### src/rtl/fetch_prefetch_pkg.sv
// Shared constants for the instruction prefetch unit: FSM state encodings,
// reset/NOP defaults and PC alignment helper.
package fetch_prefetch_pkg;

   localparam logic [1:0] ST_IDLE = 2'd0;
   localparam logic [1:0] ST_REQ  = 2'd1;
   localparam logic [1:0] ST_DROP = 2'd2;

   localparam logic [31:0] PC_RESET_DEF  = 32'h0000_0000;
   localparam logic [31:0] NOP_INSTR_DEF = 32'h0000_0013;

   function automatic logic [31:0] align_pc(input logic [31:0] addr);
      return {addr[31:2], 2'b00};
   endfunction

endpackage

### src/rtl/fetch_fifo.sv
// Synchronous FIFO holding {pc, instr} entries for the prefetch queue;
// flush empties it in one cycle, pointers wrap modulo DEPTH (power of 2).
module fetch_fifo #(
   parameter int WIDTH = 64,
   parameter int DEPTH = 4
) (
   input  logic                     clk,
   input  logic                     rst_n,
   input  logic                     i_flush,
   input  logic                     i_push,
   input  logic [WIDTH-1:0]         i_data,
   input  logic                     i_pop,
   output logic [WIDTH-1:0]         o_data,
   output logic                     o_empty,
   output logic [$clog2(DEPTH):0]   o_count
);
   localparam int AW = $clog2(DEPTH);
   localparam int CW = AW + 1;

   logic [WIDTH-1:0] r_mem [DEPTH];
   logic [AW-1:0]    r_wr_ptr;
   logic [AW-1:0]    r_rd_ptr;
   logic [CW-1:0]    r_count;
   logic             w_full;
   logic             w_do_push;
   logic             w_do_pop;

   assign w_full    = (r_count == CW'(DEPTH));
   assign o_empty   = (r_count == '0);
   assign w_do_push = i_push && !w_full && !i_flush;
   assign w_do_pop  = i_pop && !o_empty && !i_flush;

   always_ff @(posedge clk) begin
      if (!rst_n || i_flush) begin
         r_wr_ptr <= '0;
         r_rd_ptr <= '0;
         r_count  <= '0;
      end else begin
         if (w_do_push) r_wr_ptr <= r_wr_ptr + AW'(1);
         if (w_do_pop)  r_rd_ptr <= r_rd_ptr + AW'(1);
         r_count <= r_count + CW'(w_do_push) - CW'(w_do_pop);
      end
   end

   // storage is data-only: no reset needed
   always_ff @(posedge clk) begin
      if (w_do_push) r_mem[r_wr_ptr] <= i_data;
   end

   assign o_data  = r_mem[r_rd_ptr];
   assign o_count = r_count;

endmodule

### src/rtl/fetch_prefetch.sv
// Instruction prefetch unit: one outstanding imem request, DEPTH-entry queue,
// redirect flush. Define FETCH_PERF_EN to build the fetch/bubble counters.
module fetch_prefetch
   import fetch_prefetch_pkg::*;
#(
   parameter int          DEPTH     = 4,
   parameter logic [31:0] PC_RESET  = PC_RESET_DEF,
   parameter logic [31:0] NOP_INSTR = NOP_INSTR_DEF
) (
   input  logic        clk,
   input  logic        rst_n,
   input  logic        i_redirect,
   input  logic [31:0] i_target,
   input  logic        i_ready,
   output logic        o_valid,
   output logic [31:0] o_pc,
   output logic [31:0] o_instr,
   output logic        o_imem_stb,
   output logic [31:0] o_iaddr,
   input  logic        i_imem_ack,
   input  logic [31:0] i_inst,
   output logic [31:0] o_fetch_cnt,
   output logic [31:0] o_bubble_cnt
);
   localparam int CW = $clog2(DEPTH) + 1;

   logic [1:0]    r_state;
   logic [31:0]   r_fetch_pc;
   logic [31:0]   r_iaddr;
   logic [31:0]   w_tgt;
   logic          w_push;
   logic          w_pop;
   logic          w_issue;
   logic          w_empty;
   logic [CW-1:0] w_count;
   logic [CW-1:0] w_cnt_next;
   logic [63:0]   w_head;

   assign w_tgt      = align_pc(i_target);
   assign w_push     = (r_state == ST_REQ) && i_imem_ack && !i_redirect;
   assign w_pop      = !w_empty && i_ready && !i_redirect;
   // occupancy after this edge must leave room for the response we are about to request
   assign w_cnt_next = w_count + CW'(w_push) - CW'(w_pop);
   assign w_issue    = (w_cnt_next < CW'(DEPTH));

   always_ff @(posedge clk) begin
      if (!rst_n) begin
         r_state    <= ST_IDLE;
         r_fetch_pc <= PC_RESET;
         r_iaddr    <= '0;
      end else if (i_redirect) begin
         r_fetch_pc <= w_tgt;
         case (r_state)
            ST_IDLE: begin
               r_state    <= ST_REQ;
               r_iaddr    <= w_tgt;
               r_fetch_pc <= w_tgt + 32'd4;
            end
            ST_REQ:  r_state <= i_imem_ack ? ST_IDLE : ST_DROP;
            ST_DROP: if (i_imem_ack) r_state <= ST_IDLE;
            default: r_state <= ST_IDLE;
         endcase
      end else begin
         case (r_state)
            ST_IDLE: begin
               if (w_issue) begin
                  r_state    <= ST_REQ;
                  r_iaddr    <= r_fetch_pc;
                  r_fetch_pc <= r_fetch_pc + 32'd4;
               end
            end
            ST_REQ: begin
               if (i_imem_ack) begin
                  if (w_issue) begin
                     r_iaddr    <= r_fetch_pc;
                     r_fetch_pc <= r_fetch_pc + 32'd4;
                  end else begin
                     r_state <= ST_IDLE;
                  end
               end
            end
            ST_DROP: if (i_imem_ack) r_state <= ST_IDLE;
            default: r_state <= ST_IDLE;
         endcase
      end
   end

   fetch_fifo #(
      .WIDTH (64),
      .DEPTH (DEPTH)
   ) u_fifo (
      .clk     (clk),
      .rst_n   (rst_n),
      .i_flush (i_redirect),
      .i_push  (w_push),
      .i_data  ({r_iaddr, i_inst}),
      .i_pop   (w_pop),
      .o_data  (w_head),
      .o_empty (w_empty),
      .o_count (w_count)
   );

   assign o_imem_stb = rst_n && ((r_state == ST_REQ) || (r_state == ST_DROP));
   assign o_iaddr    = rst_n ? r_iaddr : 32'd0;
   assign o_valid    = !w_empty;
   assign o_pc       = w_empty ? 32'd0 : w_head[63:32];
   assign o_instr    = w_empty ? NOP_INSTR : w_head[31:0];

`ifdef FETCH_PERF_EN
   logic [31:0] r_fetch_cnt;
   logic [31:0] r_bubble_cnt;

   always_ff @(posedge clk) begin
      if (!rst_n) begin
         r_fetch_cnt  <= '0;
         r_bubble_cnt <= '0;
      end else begin
         if (w_pop)              r_fetch_cnt  <= r_fetch_cnt + 32'd1;
         if (i_ready && w_empty) r_bubble_cnt <= r_bubble_cnt + 32'd1;
      end
   end

   assign o_fetch_cnt  = r_fetch_cnt;
   assign o_bubble_cnt = r_bubble_cnt;
`else
   assign o_fetch_cnt  = 32'd0;
   assign o_bubble_cnt = 32'd0;
`endif

endmodule
### config.mk
export PLATFORM = sky130hd
export DESIGN_NAME = fetch_prefetch
export DESIGN_NICKNAME = d
export VERILOG_FILES = /design/src/rtl/fetch_prefetch_pkg.sv /design/src/rtl/fetch_fifo.sv /design/src/rtl/fetch_prefetch.sv
export SDC_FILE = /design/constraint.sdc
export NUM_CORES = 1
export LEC_CHECK = 0
export BUFFER_PORTS_ARGS = -buffer_cell sky130_fd_sc_hd__buf_2
export CORE_MARGIN = 3
export CORE_UTILIZATION = 35
export CTS_CLUSTER_DIAMETER = 40
export DETAILED_ROUTE_END_ITERATION = 10
export GPL_TIMING_DRIVEN = 0
export PLACE_DENSITY = 0.55
export SYNTH_ARGS = -nofsm -noshare
export SYNTH_HDL_FRONTEND = slang
export SYNTH_SLANG_ARGS = --single-unit
### constraint.sdc
create_clock -name clk -period 5.1 [get_ports clk]
set_input_delay 0.255 -clock clk [delete_from_list [all_inputs] [get_ports clk]]
set_output_delay 0.255 -clock clk [all_outputs]
set_load 0.01 [all_outputs]
# == Word level (Yosys, flattened, before mapping) ==
# Memories as Yosys holds them, arrays and structs flattened. A register that Yosys moved wholly into a read port is not among the register bits.
# Cells that the tools add are included.
# W data, S select, Z words.
# classes
add_sub_neg,8
order_cmp,1
n_eq_ne,7
mux,25
reduce_logical,22
# op_table
op,count
$mux W32,11
$pmux W32 S2,2
$add A32 B3 Y32 const B,2
$mux W2,8
$pmux W2 S3,2
$logic_and A1 B1 Y1,9
$ne A3 B3 Y1 const B,3
$add A3 B1 Y3,2
$reduce_and A3 Y1,2
$sub A3 B1 Y3,2
$add A2 B1 Y2 const B,2
$logic_not A1 Y1,4
$eq A3 B3 Y1 const B,1
$logic_not A3 Y1,1
$lt A3 B3 Y1 const B,1
$reduce_bool A3 Y1,1
$eq A2 B1 Y1 const B,1
$eq A2 B2 Y1 const B,1
$logic_not A2 Y1,1
$logic_or A1 B1 Y1,2
$mux W1,2
$ne A2 B1 Y1 const B,1
$reduce_and A2 Y1,1
$reduce_bool A2 Y1,1
# totals
regBits,73
ramBits,256
inputBits,69
output_inout_bits,162
wordCells,70
memories,1
# mem_list
name,depth,word_bits,read_ports,rd_ports_with_merged_regs,write_ports,line,rtl
u_fifo.r_mem,4,64,1,1,1,fetch_fifo.sv:20,logic [WIDTH-1:0] r_mem [DEPTH];

# == Logic depth before layout (Yosys ltp) ==
# Gate-level depths: netlist of the first run.
# depth
depth_word,10
ltp_mapped,16
depth_no_buf,11

# == Modules after synthesis ==
# A second synthesis of the first run with hierarchy kept.
# hier_totals
cells_unflattened,1034
hier_area_um2,14754.2
# by_module_without_submodules
module,n_inst,cells_per_inst,area_per_inst_um2,seq_area_each_um2
fetch_fifo,1,385,9745.6,7867.5
fetch_prefetch,1,649,5008.6,1261.2

# == Worst setup path before layout of the first run ==
# OpenSTA, ideal clock, no wires.
# synth_path
path_kind,in2reg
start,in i_redirect
end,reg r_fetch_pc[27]
setup_time_ns,0.127
arrival_ns,3.060
required_time_ns,4.973
setup_slack_ns,1.913
cell_stages,14
path_buffers,4
cell_sequence,clkbuf_1 clkinv_1 clkbuf_1 and3_1 ha_1 inv_1 ha_1 and3b_1 clkbuf_1 nor3_1 o21ai_1 clkbuf_1 o211a_1 or3_1
# synth_between
elab_chain_cells,9
word_cells_on_any_way,13
cone_classes,2 x add/sub; 1 x order compare; 1 x eq/ne; 4 x mux; 5 x reduce/logical
# synth_lines
item,line,rtl
"start, declared",fetch_prefetch.sv:12,"input logic i_redirect,"
$logic_not A1 Y1,"fetch_prefetch.sv:40, fetch_prefetch.sv:41",
$logic_and A1 B1 Y1,fetch_prefetch.sv:40,assign w_push = (r_state == ST_REQ) && i_imem_ack && !i_redirect;
$add A3 B1 Y3,fetch_prefetch.sv:43,assign w_cnt_next = w_count + CW'(w_push) - CW'(w_pop);
$sub A3 B1 Y3,fetch_prefetch.sv:43,
$lt A3 B3 Y1,fetch_prefetch.sv:44,assign w_issue = (w_cnt_next < CW'(DEPTH));
$mux W32 (2 in a row),--,
$pmux W32 S2,--,
$mux W32,fetch_prefetch.sv:51,end else if (i_redirect) begin
"end signal, assigned",fetch_prefetch.sv:52,r_fetch_pc <= w_tgt;
"end signal, assigned",fetch_prefetch.sv:57,r_fetch_pc <= w_tgt + 32'd4;
"end signal, assigned",fetch_prefetch.sv:69,r_fetch_pc <= r_fetch_pc + 32'd4;
"end, declared",fetch_prefetch.sv:28,logic [31:0] r_fetch_pc;
# Several ways; a longest one is shown, not always the timed one. The select of a mux whose other input is x is not followed.
# A chain may end at the register's enable or synchronous reset.

# == Worst setup path after layout of the first run ==
# layout_path
start,reg u_fifo.r_count[0] (netlist: u_fifo.o_count[0])
end,reg r_fetch_pc[27]
# layout_between
elab_chain_cells,10
word_cells_on_any_way,11
cone_classes,2 x add/sub; 1 x order compare; 4 x mux; 4 x reduce/logical
# layout_lines
item,line,rtl
"start, declared",fetch_fifo.sv:23,logic [CW-1:0] r_count;
"start signal, assigned",fetch_fifo.sv:41,r_count <= r_count + CW'(w_do_push) - CW'(w_do_pop);
"parallel branches: the longest is 4 deep, another holds $add A3 B1 Y3",--,
$sub A3 B1 Y3 (*),fetch_prefetch.sv:43,
$lt A3 B3 Y1 (*),fetch_prefetch.sv:44,
$mux W32 (*),--,
$mux W32,--,
$pmux W32 S2 (*),--,
$mux W32 (*),--,
# Every way passes the cells marked *. The select of a mux whose other input is x is not followed.

==> PnR_summary.wiki, run 1 <==
{| class="wikitable"
! Metric !! Value
|-
| Count of final hold-check violations || 0
|-
| Hold Crit Start || i_target[30]
|-
| List of most frequent post-synthesis cells || edfxtp_1, and2_1, dfxtp_1, buf_4, mux4_2
|-
| Data arrival time at the worst-slack endpoint || 5.16 ns
|-
| Remaining antenna violation count || 0
|-
| Switching portion of total power || 0.240
|-
| FF+latch count, synth || 324
|-
| Most used DFF post-synth || edfxtp_1
|-
| Distinct cell type count after synthesis || 62
|-
| Clock skew after layout || 0.0250 ns
|-
| Number of buffers created by CTS || 48
|-
| Iter 0 DRT Violations || 648
|-
| PD cells || 377 nW/um^2
|-
| Flop-to-flop setup slack || 0.39 ns
|-
| Hold Crit Depth || 3
|-
| Largest net degree at the start of global routing || 51
|-
| Sink Count || 324
|-
| Share of flip-flops with an asynchronous set or reset || 0
|-
| Worst-case hold slack || 0.0384 ns
|-
| Critical R2R Launch || u_fifo.o_count[0]
|-
| Global placement routability congestion || 0.890
|-
| Core area || 41200 um^2
|-
| Result of the run || completed
|-
| Cells after synthesis || 1043
|-
| CTS tree || yes
|-
| Number of global-route vias before repair || 9705
|-
| Achievable Freq || 212 MHz
|-
| Number of top-level design ports || 231
|-
| Cell type contributing the most total cell area after synthesis || edfxtp_1
|-
| Number of port buffers || 162
|-
| Die width || 211 um
|-
| Clock network fraction of design power || 0.481
|-
| Post-route DRC violation count || 0
|-
| Initial DRT Pass Iterations || 5
|-
| Top cells by area in the synthesized netlist || edfxtp_1, dfxtp_1, mux4_2
|-
| Endpoint class of the critical path || flip-flop
|-
| DR vias || 9630
|-
| Startpoint class of the critical path || flip-flop
|-
| IR Drop Worst-Case VDD || 0.000230 V
|-
| Seq/Total Area, Yosys || 0.611
|-
| Antenna diode count || 0
|-
| Final TNS setup || 0 ns
|-
| Internal power consumption || 5320 uW
|-
| CTS root buf || clkbuf_16
|-
| Worst reg2reg path endpoint || r_fetch_pc[27]
|-
| Unrepaired setup endpoints after global routing || false
|-
| Yosys warns || 0
|-
| Part of the power in combinational logic || 0.081
|-
| Net count reported at finish || 1438
|-
| HPWL reported at the end of detailed placement || 26500 um
|-
| Synthesized area per cell || 14.1 um^2
|-
| Standard cell area after detailed placement || 16600 um^2
|-
| Number of H-tree levels || 2
|-
| Slew of the pin with the lowest slew margin || 0.970 ns
|-
| Number of vias per cell || 5.00
|-
| Required time of the critical path || 5.55 ns
|-
| Overflow after GRT || 0
|-
| Maximum clock path buffer count || 3
|-
| Number of antenna violations at the first check in global routing || 0
|-
| Hold crit path type || input port to flip-flop
|-
| Final WS setup || 0.389 ns
|-
| Worst-case setup slack after placement || 0.362 ns
|-
| Reg power frac || 0.438
|-
| Worst-path fanout max || 10
|-
| Finished Cell Area || 18500 um^2
|-
| Critical setup path kind || flip-flop to flip-flop
|-
| Worst-Skew Late Latency || 0.57 ns
|-
| Total setup violations reported at the end of the flow || 0
|-
| First-pass GRT wire length || 57100 um
|-
| Number of synthesized flops with an enable pin || 252
|-
| Share of the synthesized area in the top cell type || 0.514
|-
| Die Y-Extent || 211 um
|-
| Final critical delay including setup and external delays || 4.71 ns
|-
| Starting Density || 0.358
|-
| Clock-pin slew on the worst setup and hold paths || 0.06 ns
|-
| Leading cell type by number of instances after synthesis || edfxtp_1
|-
| Total Routing Usage GR || 0.167
|-
| Net switching component of the power || 1680 uW
|-
| Relative max-transition margin || 0.349
|-
| Number of cell rows || 74
|-
| Static Leakage || 0.00694 uW
|-
| Mean routed wirelength per cell || 19.7 um
|-
| Fin crit share || 0.924
|-
| Fraction of final layout cells sized beyond drive strength 1 || 0.285
|-
| Area overhead of the layout relative to synthesis || 25.9%
|-
| Final max-slew violation count || 0
|-
| Post-cts repair resize count || 0
|-
| Full die area || 44600 um^2
|-
| Drt total wl || 38000 um
|-
| Worst Hold End || r_iaddr[30]
|-
| Area of the mapped netlist || 14700 um^2
|-
| # Max-Cap Violations || 0
|-
| R2R cell count || 13
|}
==> cells in the final DEF (no fill, tap or decap), types with 10 or more instances in the layout <==
| master | instances |
|---|---|
| a211oi_1 | 31 |
| a21oi_1 | 12 |
| a31oi_1 | 10 |
| and2_1 | 92 |
| and3_1 | 15 |
| and4_1 | 10 |
| buf_2 | 173 |
| buf_4 | 66 |
| clkbuf_1 | 57 |
| clkbuf_16 | 49 |
| conb_1 | 64 |
| dfxtp_1 | 72 |
| dlygate4sd3_1 | 32 |
| edfxtp_1 | 252 |
| ha_1 | 14 |
| inv_1 | 19 |
| mux2i_1 | 29 |
| mux4_2 | 63 |
| nand2_1 | 31 |
| nand3_1 | 22 |
| nand4_1 | 17 |
| nor2_1 | 19 |
| nor3_1 | 40 |
| o2111ai_1 | 10 |
| o21ai_0 | 16 |
| or3_1 | 11 |
| xnor2_1 | 20 |
| xor2_1 | 18 |
==> stage by stage <==
step	std cells	util	total power, uW
2_1_floorplan	1106	-	3420
3_3_place_gp	1800	0.399	3650
5_1_grt	1926	0.450	7250
4_1_cts	1926	0.450	7060
6_report	1926	0.450	6990
3_5_place_dp	1804	0.402	3660
==> registers in the layout (all words and copies together) (netlist names), named ones only <==
signal           count
u_fifo.r_wr_ptr      2
u_fifo.o_count       3
r_fetch_pc          30
u_fifo.r_mem       252
r_state              2
u_fifo.r_rd_ptr      2
r_iaddr             31
==> worst max-delay path: stages, from the launching register on <==
cell	delay, ns
dfxtp_1	0.34
nor3_1	0.74
inv_1	0.58
and3_1	0.36
ha_1	0.19
inv_1	0.05
ha_1	0.21
and3b_1	0.16
clkbuf_1	0.19
nor3_1	0.47
o21ai_1	0.31
clkbuf_1	0.34
o211a_1	0.29
or3_1	0.35
==> cell families after synthesis <==
family	after synthesis	share of synthesized area
compound gates	135	0.0666
xor+xnor	38	0.0226
fa+ha+maj	15	0.0132
buf+inv	150	0.0565
flops	324	0.611
mux	93	0.117
other cells	1	0.000254
simple gates	287	0.113
==> area by class of cell <==
class,instances,area [um^2]
timing repair buffer,198,1240
inverter,21,78.8
buffer,129,753
multi-input combinational,632,5140
clock inverter,30,383
sequential,324,9010
fill,3735,22700
tap,532,666
clock buffer,60,1280
==> what timing repair did <==
action	in CTS	in global routing
hold buffers	32	0
buffers inserted	0	0
hold endpoints to repair	128	0
==> power by group through the flow <==
stage | Clock (uW) | Sequential (uW) | Combinational, uW
4_1_cts | 3440 | 3060 | 568
5_1_grt | 3550 | 3080 | 621
3_3_place_gp | 0 | 3110 | 540
2_1_floorplan | 0 | 3070 | 350
3_5_place_dp | 0 | 3110 | 545
6_report | 3370 | 3060 | 567
==> routing by layer <==
layer	track usage	up-vias	wire, um
li1	-	4554	-
met1	0.219	4705	16500
met2	0.281	297	18400
met3	0.0270	74	2010
met4	0.0587	0	1050
met5	0	-	0
==> how the worst max path moves through the flow <==
stage	startpoint	end	slack [ns]	cells past startpoint
5_1_grt	u_fifo.o_count[0]	r_fetch_pc[29]	0.13	13
4_1_cts	u_fifo.o_count[0]	r_fetch_pc[27]	0.35	13
2_1_floorplan	i_redirect	r_fetch_pc[27]	1.91	14
3_3_place_gp	i_redirect	u_fifo.r_mem[0][10]	0.20	5
6_report	u_fifo.o_count[0]	r_fetch_pc[27]	0.39	13
3_5_place_dp	u_fifo.o_count[0]	r_fetch_pc[27]	0.36	13
Power figures use the tool's default switching activity.
==> run 2: changes to the inputs <==
--- a/config.mk
+++ b/config.mk
@@ -12,6 +12,7 @@
 export DETAILED_ROUTE_END_ITERATION = 10
 export GPL_TIMING_DRIVEN = 0
 export PLACE_DENSITY = 0.55
+export RECOVER_POWER = 25
 export SYNTH_ARGS = -nofsm -noshare
 export SYNTH_HDL_FRONTEND = slang
 export SYNTH_SLANG_ARGS = --single-unit
==> run 2 against run 1 <==
  * Clock skew decreased by 0.0011 ns
  * Utilization decreased by 0.094 points
  * Power about the same
  * Final cell count unchanged
  * Sequential cell count unchanged
  * Global-route usage unchanged
  * Final area decreased by 0.21%
==> PnR_summary.wiki, run 2 (synthesis gave the netlist of run 1 again) <==
{| class="wikitable"
! Metric !! Value
|-
| Post-route DRC violation count || 0 (unchanged)
|-
| Slowest cell on crit path || nor3_1
|-
| Number of top-level design ports || 231 (unchanged)
|-
| First-pass GRT wire length || 57100 um (unchanged)
|-
| Endpoint class of the critical path || flip-flop
|-
| Number of vias per cell || 5.00 (about the same)
|-
| Remaining antenna violation count || 0 (unchanged)
|-
| Iter 0 DRT Violations || 661 (+2.0%)
|-
| Relative max-transition margin || 0.379 (+0.0301)
|-
| Final max-slew violation count || 0 (unchanged)
|-
| Sequence of cells on the critical path || nor3_1 > inv_1 > and3_1 > ha_1 > inv_1 > ha_1 > and3b_1 > clkbuf_1 > nor3_1 > o21ai_1 > clkbuf_1 > o211a_1 > or3_1
|-
| Biggest regs || u_fifo.r_mem x252, r_iaddr x31, r_fetch_pc x30
|-
| Total setup violations reported at the end of the flow || 0 (unchanged)
|-
| Clock-pin slew on the worst setup and hold paths || 0.06 ns (about the same)
|-
| Post-cts repair resize count || 0 (unchanged)
|-
| Worst-Skew Late Latency || 0.57 ns (about the same)
|-
| Worst-case hold slack || 0.0304 ns (-0.00806 ns)
|-
| Startpoint class of the critical path || flip-flop
|-
| IR Drop Worst-Case VDD || 0.000231 V (+0.36%)
|-
| Critical setup path kind || flip-flop to flip-flop
|-
| Achievable Freq || 212 MHz (about the same)
|-
| Initial DRT Pass Iterations || 5 (unchanged)
|-
| Fin crit share || 0.923 (about the same)
|-
| DR vias || 9622 (-0.083%)
|-
| Overflow after GRT || 0 (unchanged)
|-
| Static Leakage || 0.00685 uW (-1.2%)
|-
| Fraction of the core area covered by cells at the end of the flow || 0.449 (-0.000941)
|-
| Fin cells || 1926 (unchanged)
|-
| Critical Path Max Stage Delay || 0.74 ns (about the same)
|-
| Required time of the critical path || 5.55 ns (about the same)
|-
| Slew of the pin with the lowest slew margin || 0.925 ns (-0.0448 ns)
|-
| # Max-Cap Violations || 0 (unchanged)
|-
| Net count reported at finish || 1438 (unchanged)
|-
| PD cells || 378 nW/um^2 (+0.13%)
|-
| Number of antenna violations at the first check in global routing || 0 (unchanged)
|-
| Most frequent cells in the layout || edfxtp_1, buf_2, and2_1
|-
| Fill cell count || 3745 (+0.27%)
|-
| Unrepaired setup endpoints after global routing || false
|-
| Hold crit path type || input port to flip-flop
|-
| Flip-flop count of the largest register, all copies and words added || 252 (unchanged)
|-
| Worst-path fanout max || 10 (unchanged)
|-
| Total power consumption of the routed design || 6990 uW (about the same)
|-
| Worst Setup EP || r_fetch_pc[27]
|-
| HPWL reported at the end of detailed placement || 26500 um (unchanged)
|-
| Maximum clock path buffer count || 3 (unchanged)
|-
| Final TNS setup || 0 ns (unchanged)
|-
| Total Routing Usage GR || 0.167 (unchanged)
|-
| Largest net degree at the start of global routing || 51 (unchanged)
|-
| Number of global-route vias before repair || 9705 (unchanged)
|-
| Most common cell after layout, fill and taps aside || edfxtp_1
|-
| Register bank with the most flops || u_fifo.r_mem
|-
| Data arrival time at the worst-slack endpoint || 5.16 ns (about the same)
|-
| Number of H-tree levels || 2 (unchanged)
|-
| Critical R2R Launch || u_fifo.o_count[0]
|-
| Flop-to-flop setup slack || 0.39 ns (about the same)
|-
| CTS tree || yes
|-
| Clock skew after layout || 0.0239 ns (-0.00109 ns)
|-
| Die Y-Extent || 211 um (unchanged)
|-
| Area overhead of the layout relative to synthesis || 25.6%
|-
| Drt total wl || 37900 um (-0.30%)
|-
| Global placement routability congestion || 0.890 (unchanged)
|-
| Full die area || 44600 um^2 (unchanged)
|-
| Antenna diode count || 0 (unchanged)
|-
| Count of placed standard cells including taps || 1804 (unchanged)
|-
| Mean routed wirelength per cell || 19.7 um (-0.30%)
|-
| Post-CTS Setup Inserts || 0 (unchanged)
|-
| Die width || 211 um (unchanged)
|-
| Core area || 41200 um^2 (unchanged)
|-
| R2R cell count || 13 (unchanged)
|-
| Number of buffers created by CTS || 48 (unchanged)
|-
| Worst reg2reg path endpoint || r_fetch_pc[27]
|-
| Number of buffers inserted by hold repair at cts || 32 (unchanged)
|-
| Crit path launch || u_fifo.o_count[0]
|-
| Fraction of final layout cells sized beyond drive strength 1 || 0.263 (-0.0222)
|-
| Starting Density || 0.358 (unchanged)
|-
| Count of final hold-check violations || 0 (unchanged)
|-
| CTS root buf || clkbuf_16
|-
| Result of the run || completed
|-
| Sink Count || 324 (unchanged)
|-
| Number of port buffers || 162 (unchanged)
|-
| Number of cell rows || 74 (unchanged)
|-
| Final critical delay including setup and external delays || 4.71 ns (-0.00204 ns)
|}
==> run 2: report_power, final <==
part           total (uW)  internal [uW]  switching (uW)
clock network        3370           2120            1250
logic                 564            232             331
registers            3060           2960            98.0
total                6990           5310            1680
==> run 2: cell type report <==
type,instances,area (um^2),area share
inverters,21,78.8,0.00426
well taps,532,666,0.0360
plain buffers,129,753,0.0407
clock buffers,60,1280,0.0690
multi-input cells,632,5140,0.278
flip-flops and latches,324,9010,0.487
repair buffers,198,1200,0.0650
clock inverters,30,383,0.0207
==> run 2: worst min-delay path by stage <==
stage                 start             endpoint  slack (ns)  cells after the start
3_5_place_dp     i_inst[27]  u_fifo.r_mem[2][27]        0.48                      1
6_report       i_target[30]          r_iaddr[30]        0.03                      3
4_1_cts        i_target[30]          r_iaddr[30]       0.001                      3
5_1_grt        i_target[30]          r_iaddr[30]        0.04                      3
3_3_place_gp      i_inst[1]   u_fifo.r_mem[1][1]        0.47                      1
2_1_floorplan     i_inst[0]   u_fifo.r_mem[0][0]        0.35                      0
==> run 2: through the flow <==
stage / cell area [um^2] / setup WS, ns
floorplan: 15000 / 1.91
global placement: 16400 / 0.204
detailed placement: 16600 / 0.362
CTS: 18500 / 0.345
global route: 18500 / 0.131
finish: 18500 / 0.391
==> run 2: layer usage <==
metal | vias to the layer above | GRT usage | routed length, um | part of all wire
li1 | 4539 | - | - | -
met1 | 4685 | 0.219 | 16400 | 0.43
met2 | 323 | 0.281 | 18400 | 0.49
met3 | 75 | 0.0270 | 2010 | 0.053
met4 | 0 | 0.0587 | 1050 | 0.028
met5 | - | 0 | 0 | 0
==> run 2: worst max-delay path: cells and delay by family, from the launching register on <==
| family | cells | cell delay (ns) |
|---|---|---|
| AOI/OAI and AO/OA | 2 | 0.61 |
| adders and majority gates | 2 | 0.40 |
| buffers and inverters | 4 | 1.15 |
| DFF | 1 | 0.33 |
| and+or+nand+nor | 5 | 2.07 |
